[src/rtl/cheri_dv_pkg.sv]
// Shared definitions for the CHERI capability-fault injection scheduler.
//   sched_state_e : scheduler FSM states
//   LFSR_TAPS     : Galois feedback polynomial of the 32-bit seed LFSR
//   NREQ_MAX      : largest supported number of injector requesters
//   rate_mask()   : low LFSR bits that must be zero for an injection "hit"
//   sat_inc16()   : saturating 16-bit increment used by the event counters
package cheri_dv_pkg;

    localparam int          NREQ_MAX  = 8;
    localparam logic [31:0] LFSR_TAPS = 32'h8020_0003;

    typedef enum logic [1:0] {
        ST_IDLE   = 2'd0,
        ST_ARMED  = 2'd1,
        ST_ACTIVE = 2'd2,
        ST_COOL   = 2'd3
    } sched_state_e;

    // Rate r tests bits [7-r:0], i.e. probability 2^-(8-r).
    function automatic logic [7:0] rate_mask(input logic [2:0] rate);
        return 8'hFF >> rate;
    endfunction

    function automatic logic [15:0] sat_inc16(input logic [15:0] val);
        return (val == 16'hFFFF) ? val : val + 16'd1;
    endfunction

endpackage

[src/rtl/dv_lfsr32.sv]
// Free-running 32-bit Galois LFSR (right-shifting, feedback LFSR_TAPS).
// Ports:
//   clk    in   clock
//   rst_n  in   asynchronous active-low reset, loads SEED
//   lfsr_o out  current LFSR state, advances every cycle out of reset
module dv_lfsr32
    import cheri_dv_pkg::*;
#(
    parameter logic [31:0] SEED = 32'h1
) (
    input  logic        clk,
    input  logic        rst_n,
    output logic [31:0] lfsr_o
);

    logic [31:0] lfsr_q;
    logic [31:0] lfsr_d;

    always_comb begin
        lfsr_d = {1'b0, lfsr_q[31:1]} ^ (lfsr_q[0] ? LFSR_TAPS : 32'h0);
    end

    always_ff @(posedge clk or negedge rst_n) begin
        if (!rst_n) begin
            lfsr_q <= SEED;
        end else begin
            lfsr_q <= lfsr_d;
        end
    end

    assign lfsr_o = lfsr_q;

endmodule

[src/rtl/cap_err_sched.sv]
// Capability-fault injection scheduler: shares one injection slot between
// NREQ injectors, arms one of them (round-robin) on a random retire, hands
// out a seed and keeps completed / dropped / failed injection counts.
// Ports:
//   clk, rst_n           clock, asynchronous active-low reset
//   err_rate_i[2:0]      0 = never, else hit probability 2^-(8-rate)
//   err_enable_i         global enable
//   instr_done_i         instruction retire pulse
//   in_isr_i             core in ISR: no new grant is issued
//   req_i/active_i/failed_i[NREQ-1:0]  per-injector request / forcing / failure
//   grant_o[NREQ-1:0]    one-hot arm, seed_o[31:0] seed for the armed injection
//   inj_cnt_o, drop_cnt_o, fail_cnt_o  saturating event counters
//   fail_o               sticky failure / protocol-violation flag
module cap_err_sched
    import cheri_dv_pkg::*;
#(
    parameter int          NREQ      = 3,
    parameter int          COOLDOWN  = 4,
    parameter logic [31:0] LFSR_SEED = 32'h1
) (
    input  logic            clk,
    input  logic            rst_n,
    input  logic [2:0]      err_rate_i,
    input  logic            err_enable_i,
    input  logic            instr_done_i,
    input  logic            in_isr_i,
    input  logic [NREQ-1:0] req_i,
    input  logic [NREQ-1:0] active_i,
    input  logic [NREQ-1:0] failed_i,
    output logic [NREQ-1:0] grant_o,
    output logic [31:0]     seed_o,
    output logic [15:0]     inj_cnt_o,
    output logic [15:0]     drop_cnt_o,
    output logic [15:0]     fail_cnt_o,
    output logic            fail_o
);

    localparam int PW = (NREQ > 1) ? $clog2(NREQ) : 1;

    sched_state_e    state_q, state_d;
    logic [NREQ-1:0] grant_q, grant_d;
    logic [31:0]     seed_q, seed_d;
    logic [PW-1:0]   rr_q, rr_d;
    logic [3:0]      cool_q, cool_d;
    logic            flag_q, flag_d;
    logic            fail_q, fail_d;
    logic [15:0]     inj_cnt_q, inj_cnt_d;
    logic [15:0]     drop_cnt_q, drop_cnt_d;
    logic [15:0]     fail_cnt_q, fail_cnt_d;

    logic [31:0]     lfsr;
    logic            hit;
    logic [NREQ-1:0] pick_oh;
    logic [PW-1:0]   pick_idx;
    logic [PW-1:0]   rr_next;
    logic            pick_found;
    logic            gnt_active;
    logic            gnt_failed;
    logic            stray_active;

    dv_lfsr32 #(
        .SEED (LFSR_SEED)
    ) u_lfsr (
        .clk    (clk),
        .rst_n  (rst_n),
        .lfsr_o (lfsr)
    );

    assign hit = err_enable_i && (err_rate_i != 3'd0) &&
                 ((lfsr[7:0] & rate_mask(err_rate_i)) == 8'd0);

    // Round-robin: first requester at or after rr_q, wrapping modulo NREQ.
    always_comb begin
        pick_oh    = '0;
        pick_idx   = rr_q;
        pick_found = 1'b0;
        for (int i = 0; i < NREQ; i++) begin
            int idx;
            idx = (int'(rr_q) + i) % NREQ;
            if (!pick_found && req_i[idx]) begin
                pick_found   = 1'b1;
                pick_oh[idx] = 1'b1;
                pick_idx     = PW'(idx);
            end
        end
        rr_next = (pick_idx == PW'(NREQ - 1)) ? '0 : pick_idx + PW'(1);
    end

    // Only the granted injector's active/failed lines matter; any active
    // line outside the grant is a protocol violation.
    assign gnt_active   = |(grant_q & active_i);
    assign gnt_failed   = |(grant_q & failed_i);
    assign stray_active = |(active_i & ~grant_q);

    always_comb begin
        state_d    = state_q;
        grant_d    = grant_q;
        seed_d     = seed_q;
        rr_d       = rr_q;
        cool_d     = cool_q;
        flag_d     = flag_q;
        inj_cnt_d  = inj_cnt_q;
        drop_cnt_d = drop_cnt_q;
        fail_cnt_d = fail_cnt_q;
        fail_d     = fail_q | stray_active;

        unique case (state_q)
            ST_IDLE: begin
                if (instr_done_i && !in_isr_i && pick_found && hit) begin
                    grant_d = pick_oh;
                    seed_d  = lfsr;
                    rr_d    = rr_next;
                    state_d = ST_ARMED;
                end
            end
            ST_ARMED: begin
                // A simultaneous retire loses to active: the injection started.
                if (gnt_active) begin
                    state_d = ST_ACTIVE;
                end else if (instr_done_i || !err_enable_i) begin
                    drop_cnt_d = sat_inc16(drop_cnt_q);
                    grant_d    = '0;
                    cool_d     = '0;
                    state_d    = ST_COOL;
                end
            end
            ST_ACTIVE: begin
                if (gnt_failed) begin
                    flag_d = 1'b1;
                    fail_d = 1'b1;
                end
                if (!gnt_active) begin
                    inj_cnt_d = sat_inc16(inj_cnt_q);
                    if (flag_q || gnt_failed) begin
                        fail_cnt_d = sat_inc16(fail_cnt_q);
                    end
                    flag_d  = 1'b0;
                    grant_d = '0;
                    cool_d  = '0;
                    state_d = ST_COOL;
                end
            end
            ST_COOL: begin
                // COOL always lasts at least one cycle, COOLDOWN cycles otherwise.
                if (int'(cool_q) + 1 >= COOLDOWN) begin
                    state_d = ST_IDLE;
                end else begin
                    cool_d = cool_q + 4'd1;
                end
            end
            default: begin
                state_d = ST_IDLE;
            end
        endcase
    end

    always_ff @(posedge clk or negedge rst_n) begin
        if (!rst_n) begin
            state_q    <= ST_IDLE;
            grant_q    <= '0;
            seed_q     <= '0;
            rr_q       <= '0;
            cool_q     <= '0;
            flag_q     <= 1'b0;
            fail_q     <= 1'b0;
            inj_cnt_q  <= '0;
            drop_cnt_q <= '0;
            fail_cnt_q <= '0;
        end else begin
            state_q    <= state_d;
            grant_q    <= grant_d;
            seed_q     <= seed_d;
            rr_q       <= rr_d;
            cool_q     <= cool_d;
            flag_q     <= flag_d;
            fail_q     <= fail_d;
            inj_cnt_q  <= inj_cnt_d;
            drop_cnt_q <= drop_cnt_d;
            fail_cnt_q <= fail_cnt_d;
        end
    end

    assign grant_o    = grant_q;
    assign seed_o     = seed_q;
    assign inj_cnt_o  = inj_cnt_q;
    assign drop_cnt_o = drop_cnt_q;
    assign fail_cnt_o = fail_cnt_q;
    assign fail_o     = fail_q;

endmodule

[config.mk]
export PLATFORM = sky130hd
export DESIGN_NAME = cap_err_sched
export DESIGN_NICKNAME = d
export VERILOG_FILES = /design/src/rtl/cheri_dv_pkg.sv /design/src/rtl/dv_lfsr32.sv /design/src/rtl/cap_err_sched.sv
export SDC_FILE = /design/constraint.sdc
export NUM_CORES = 1
export LEC_CHECK = 0
export ABC_CLOCK_PERIOD_IN_PS = 4300
export CAP_MARGIN = 20
export CELL_PAD_IN_SITES_DETAIL_PLACEMENT = 1
export CELL_PAD_IN_SITES_GLOBAL_PLACEMENT = 1
export CORE_MARGIN = 1
export CORE_UTILIZATION = 35
export CTS_CLUSTER_DIAMETER = 150
export CTS_CLUSTER_SIZE = 10
export DETAILED_ROUTE_END_ITERATION = 8
export PLACE_DENSITY_LB_ADDON = 0.1
export SYNTH_ARGS = -nofsm -noshare
export SYNTH_HDL_FRONTEND = slang
export SYNTH_SLANG_ARGS = --single-unit
[constraint.sdc]
create_clock -name clk -period 4.3 [get_ports clk]
set_clock_uncertainty 0.05 [all_clocks]
set_input_delay 0.645 -clock clk [delete_from_list [all_inputs] [get_ports clk]]
set_output_delay 0.645 -clock clk [all_outputs]
set_load 0.005 [all_outputs]
Yosys cells after proc, flatten, opt, wreduce, memory -nomap -nowiden:

Cells that the tools add are included.

* $add $sub $neg: 8
* bitwise logic cells: 13
* $lt $le $gt $ge: 7
* div/mod/pow operators: 3
* reductions and logical operators: 32
* equal/unequal tests: 15
* muxes and demuxes: 46
* shift-type cells: 1

Operators by type and width (count)
* greater-or-equal comparator 32 x 1 -> 1 bit (second input constant): 3
* less-than comparator 32 x 4 -> 1 bit (second input constant): 3
* modulo 32 x 3 -> 32 bit (second input constant): 2
* adder 16 x 1 -> 16 bit (second input constant): 3
* == test 16 bit (second input constant): 3
* modulo 3 x 3 -> 32 bit (second input constant): 1
* 2-to-1 mux 32 bit: 1
* bitwise XOR 31 x 32 -> 32 bit: 1
* 2-to-1 mux 3 bit: 7
* 2-to-1 mux 2 bit: 9
* 2-to-1 mux 1 bit: 16
* 2-to-1 mux 4 bit: 4
* inequality test 2 bit (second input constant): 6
* one-hot mux 4 bit (3 select lines): 1
* AND reduction 4 bit: 3
* logical AND 1 bit: 10
* AND reduction 5 bit: 2
* AND 3 bit: 3
* one-hot mux 3 bit (3 select lines): 1
* nonzero test 3 bit: 3
* OR reduction 3 bit: 3
* AND 8 bit: 1
* logical NOT 8 bit: 1
* one-hot mux 2 bit (4 select lines): 1
* other kinds (22): 37

* flip-flop bits (word level): 125
* output and inout bits: 84
* input bits: 17

Longest topological paths before layout:

* depth in word-level cells: 15
* gate-level depth with buffers: 10
* depth with buffers taken out: 8

Hierarchy:

Synthesis repeated with hierarchy kept, for this count alone.

* cell total of the unflattened synthesis: 439
* area total of the unflattened synthesis: 5524.0 sq um

By module, submodules not included
* cap_err_sched: instances 1, area an instance 4478.0 sq um, cells each 375
* dv_lfsr32: instances 1, area an instance 1046.0 sq um, cells each 64

Least setup slack after synthesis:

Ideal clock, no wire load.

* kind: reg-to-reg
* start point: register rr_q[0]
* end point: register rr_q[1]
* stages on the path, launching flop included: 10
* buffers on the path: 2
* arrival time: 2468 ps
* setup slack: 1657 ps
* library setup time: 125 ps
* clock period less this slack: 2643 ps
* cells stage by stage: dfrtp_1 -> inv_1 -> ha_1 -> buf_2 -> mux2i_1 -> o21ai_0 -> nor3_1 -> nor4_4 -> buf_2 -> mux2_2

* cells in the longest elaborated chain, start to end: 14
* elaborated cells between the ends (all ways): 30
* classes of those cells: add/sub (3); div (3); eq/ne (1); mux (16); reduce/logical (7)

Ends and longest elaborated chain
* from (decl): line cap_err_sched.sv:43 `logic [PW-1:0] rr_q, rr_d;`
* from (signal assigned): line cap_err_sched.sv:173 `rr_q <= rr_d;`
* parallel branches: the longest is 14 deep, another holds modulo 32 x 3 -> 32 bit

Parallel ways; which one is timed is not known. The select of a mux whose other input is x is not followed.
A chain may end at the register's enable or synchronous reset.

Worst setup path after layout:

* start point: register rr_q[0]
* end point: register seed_q[4], in the netlist seed_o[4]

* cells in the longest elaborated chain, start to end: 14
* elaborated cells between the ends (all ways): 24
* classes of those cells: add/sub (2); div (3); mux (12); reduce/logical (7)

Ends and longest elaborated chain
* parallel branches: the longest is 10 deep, another holds modulo 32 x 3 -> 32 bit
* 2-to-1 mux 1 bit *: line cap_err_sched.sv:80 `if (!pick_found && req_i[idx]) begin`
* logical AND 1 bit * (2 in a row): line cap_err_sched.sv:109 `if (instr_done_i && !in_isr_i && pick_found && hit) begin`
* AND reduction 2 bit (no source line) *
* to (signal assigned): line cap_err_sched.sv:161 `seed_q <= '0;`
* to (signal assigned): line cap_err_sched.sv:172 `seed_q <= seed_d;`
* to (decl): line cap_err_sched.sv:42 `logic [31:0] seed_q, seed_d;`

Every way passes the cells marked *. The select of a mux whose other input is x is not followed.

==> run_results.csv <==
group,metric,value,unit
power_and_ir_drop,irDropWorstVdd,0.0003104,V
clocking,hold_buffers,0,
power_and_ir_drop,p_per_area,551.2,nW/um2
placed_design,port_buffers,100,
finish,diodes,0,
logic_synthesis,yosys_warnings,0,
worst_setup_path,timing.rr.start,"rr_q[0]",
worst_setup_path,crit_fanout,35,
finish,layout.nets,568,
clocking,clk_latency,420,ps
global_routing,grt_usage,0.1646,
worst_setup_path,crit_arrival,3290,ps
logic_synthesis,netlist_instances,421,
power_and_ir_drop,total_power,3.944,mW
placed_design,gp_congestion,0.7453,
clocking,cts_resized,0,
clocking,numCtsBuffers,17,
finish,finalInstanceArea,7154,um2
timing,whs,294.1,ps
logic_synthesis,syn_area_per_cell,12.55,um2
logic_synthesis,synth-seq-cells,125,
global_routing,antenna_found_initial,0,
worst_setup_path,path_class,"flip-flop to flip-flop",
drt,vias,3599,
logic_synthesis,synth_area,5284,um2
worst_setup_path,cp.required,4550,ps
worst_setup_path,cp-end-kind,"flip-flop",
die,fp.dieW,124.9,um
clocking,cts_root_buffer,"clkbuf_16",
timing,max_freq,329.0,MHz
global_routing,grt_pass1_wl,20.07,mm
finish,mostFrequentLayoutCell,"dfrtp_1",
drt,antenna_left,0,
clocking,clock-sinks,125,
finish,final_layout_size_suffix_gt1_frac,0.1564,
worst_setup_path,rrSetupSlack,1260,ps
timing,fin_crit,3039,ps
drt,vias_per_cell,4.903,
drt,route.detailed.drc,10,
worst_setup_path,startpoint_type,"flip-flop",
logic_synthesis,synth_edf_count,0,
die,core_area,14640,um2
die,start_util,0.3608,
clocking,clkTransAtPathRegs,60,ps
timing,slew_viol_final,0,
timing,setup_viol,0,
logic_synthesis,synth_top_flop_cell,"dfrtp_1",
drt,detail_route.first_pass.iterations,8,
drt,dr.first_iter.drc_count,165,
job,cap_violations,0,
logic_synthesis,synth.yosys.seq_area_share,0.5922,
drt,routed_wl,11.83,mm
logic_synthesis,synth_cell_types,51,
global_routing,grt_max_degree,72,
finish,synthToLayoutAreaGrowth,35.40,%
timing,hold_violations,0,
worst_setup_path,critPathTopFamily,"multiplexers",
die,dieArea,15590,um2
worst_setup_path,worstSetupStartpoint,"rr_q[0]",
worst_setup_path,critPathBufInv,2,
logic_synthesis,ys_async_sr_fraction,1.000,
clocking,tritoncts,"yes",
timing,setup_tns,0,ps
outcome,status,"finished, violations left",
die,io_pins,101,
power_and_ir_drop,p_leak,3.253,nW
placed_design,place_hpwl,8.133,mm
global_routing,grt_pass1_vias,3868,
hold_path,hold_class,"input pin to async pin",
placed_design,place_inst,702,
timing,max-slew-margin-rel,0.4025,
clocking,postCtsSetupRepairBufs,0,
worst_setup_path,slowest_delay,540,ps
worst_setup_path,crit_chain,"inv_1 -> ha_1 -> mux2i_1 -> o21ai_0 -> nor3_1 -> nor4_4 -> buf_4 -> mux2_2",
timing,fin_crit_sh,0.7068,
placed_design,place_area,6509,um2
worst_setup_path,cpMaxStageDelayCell,"o21ai_0",
drt,wl_per_cell,16.11,um
logic_synthesis,syn_nets,452,
die,die_h,124.9,um
global_routing,overflow,0,
die,rows,44,
outcome,violations,"DRC",
clocking,clockBufferDepth,2,
finish,final_cell_mix,"dfrtp_1 (124), clkdlybuf4s50_1 (99), mux2_2 (39)",
timing,tightest_slew,896.3,ps
timing,rsz0062_at_grt,"false",
finish,instances_no_fill,734,
clocking,htreeDepth,4,
## worst paths after layout
path	to	cells after the start
max	seed_o[4]	8
min	u_lfsr.lfsr_o[26]	1
max reg2reg	seed_o[4]	8
min reg2reg	u_lfsr.lfsr_o[7]	0
max in group asynchronous	inj_cnt_o[11]	2
min in group clk	u_lfsr.lfsr_o[7]	0
## through the flow
| stage | worst slack, ps | utilization |
|---|---|---|
| global placement | 1118 | 0.4445 |
| floorplan | 1658 | - |
| finish | 1261 | 0.4886 |
| CTS | 1274 | 0.4886 |
| detailed placement | 1044 | 0.4445 |
| global route | 1012 | 0.4886 |
## logic make-up after synthesis
logic type / synth area share
compound gates: 0.06157
flops: 0.5922
simple gates: 0.1231
fa+ha+maj: 0.03315
xor+xnor: 0.07956
mux: 0.09259
buf+inv: 0.01776
## sequential cells by signal, indices dropped and copies added, names as in the netlist, 2 cells and up
signal	cells
seed_o	32
u_lfsr.lfsr_o	32
drop_cnt_o	16
fail_cnt_o	16
inj_cnt_o	16
cool_q	4
grant_o	3
rr_q	2
state_q	2
## where the power goes
part	leakage (nW)	internal (mW)	switching [mW]
clock network	0.319	0.992	0.585
registers	1.69	1.28	0.131
logic	1.24	0.462	0.491
## layout make-up
type	count	area [um2]
Sequential cell	125	3129
Clock buffer	17	425.4
Inverter	16	60.06
Tap cell	184	230.2
Timing Repair Buffer	104	1028
Multi-Input combinational cell	273	2061
Clock inverter	15	220.2
Fill cell	1510	7490
## cell usage after synthesis, types with 6 or more instances
library cell | instances | share of area
a21oi_1 | 11 | 0.010
buf_2 | 6 | 0.0057
dfrtp_1 | 124 | 0.59
ha_1 | 14 | 0.033
inv_1 | 16 | 0.011
mux2_2 | 39 | 0.083
nand2_1 | 29 | 0.021
nand2b_1 | 6 | 0.0071
nand3_1 | 15 | 0.014
nand3b_1 | 6 | 0.0085
nand4_1 | 15 | 0.018
nor2_1 | 23 | 0.016
o21ai_0 | 9 | 0.0085
xnor2_1 | 32 | 0.053
xor2_1 | 16 | 0.027
## layer usage
layer / vias up / global-route usage / part of all wire
met2: 80 / 0.2637 / 0.49
li1: 1702 / - / -
met5: - / 0 / 0
met4: 0 / 0.06958 / 0.015
met3: 16 / 0.04854 / 0.041
met1: 1801 / 0.2074 / 0.46
Power figures use the tool's default switching activity.
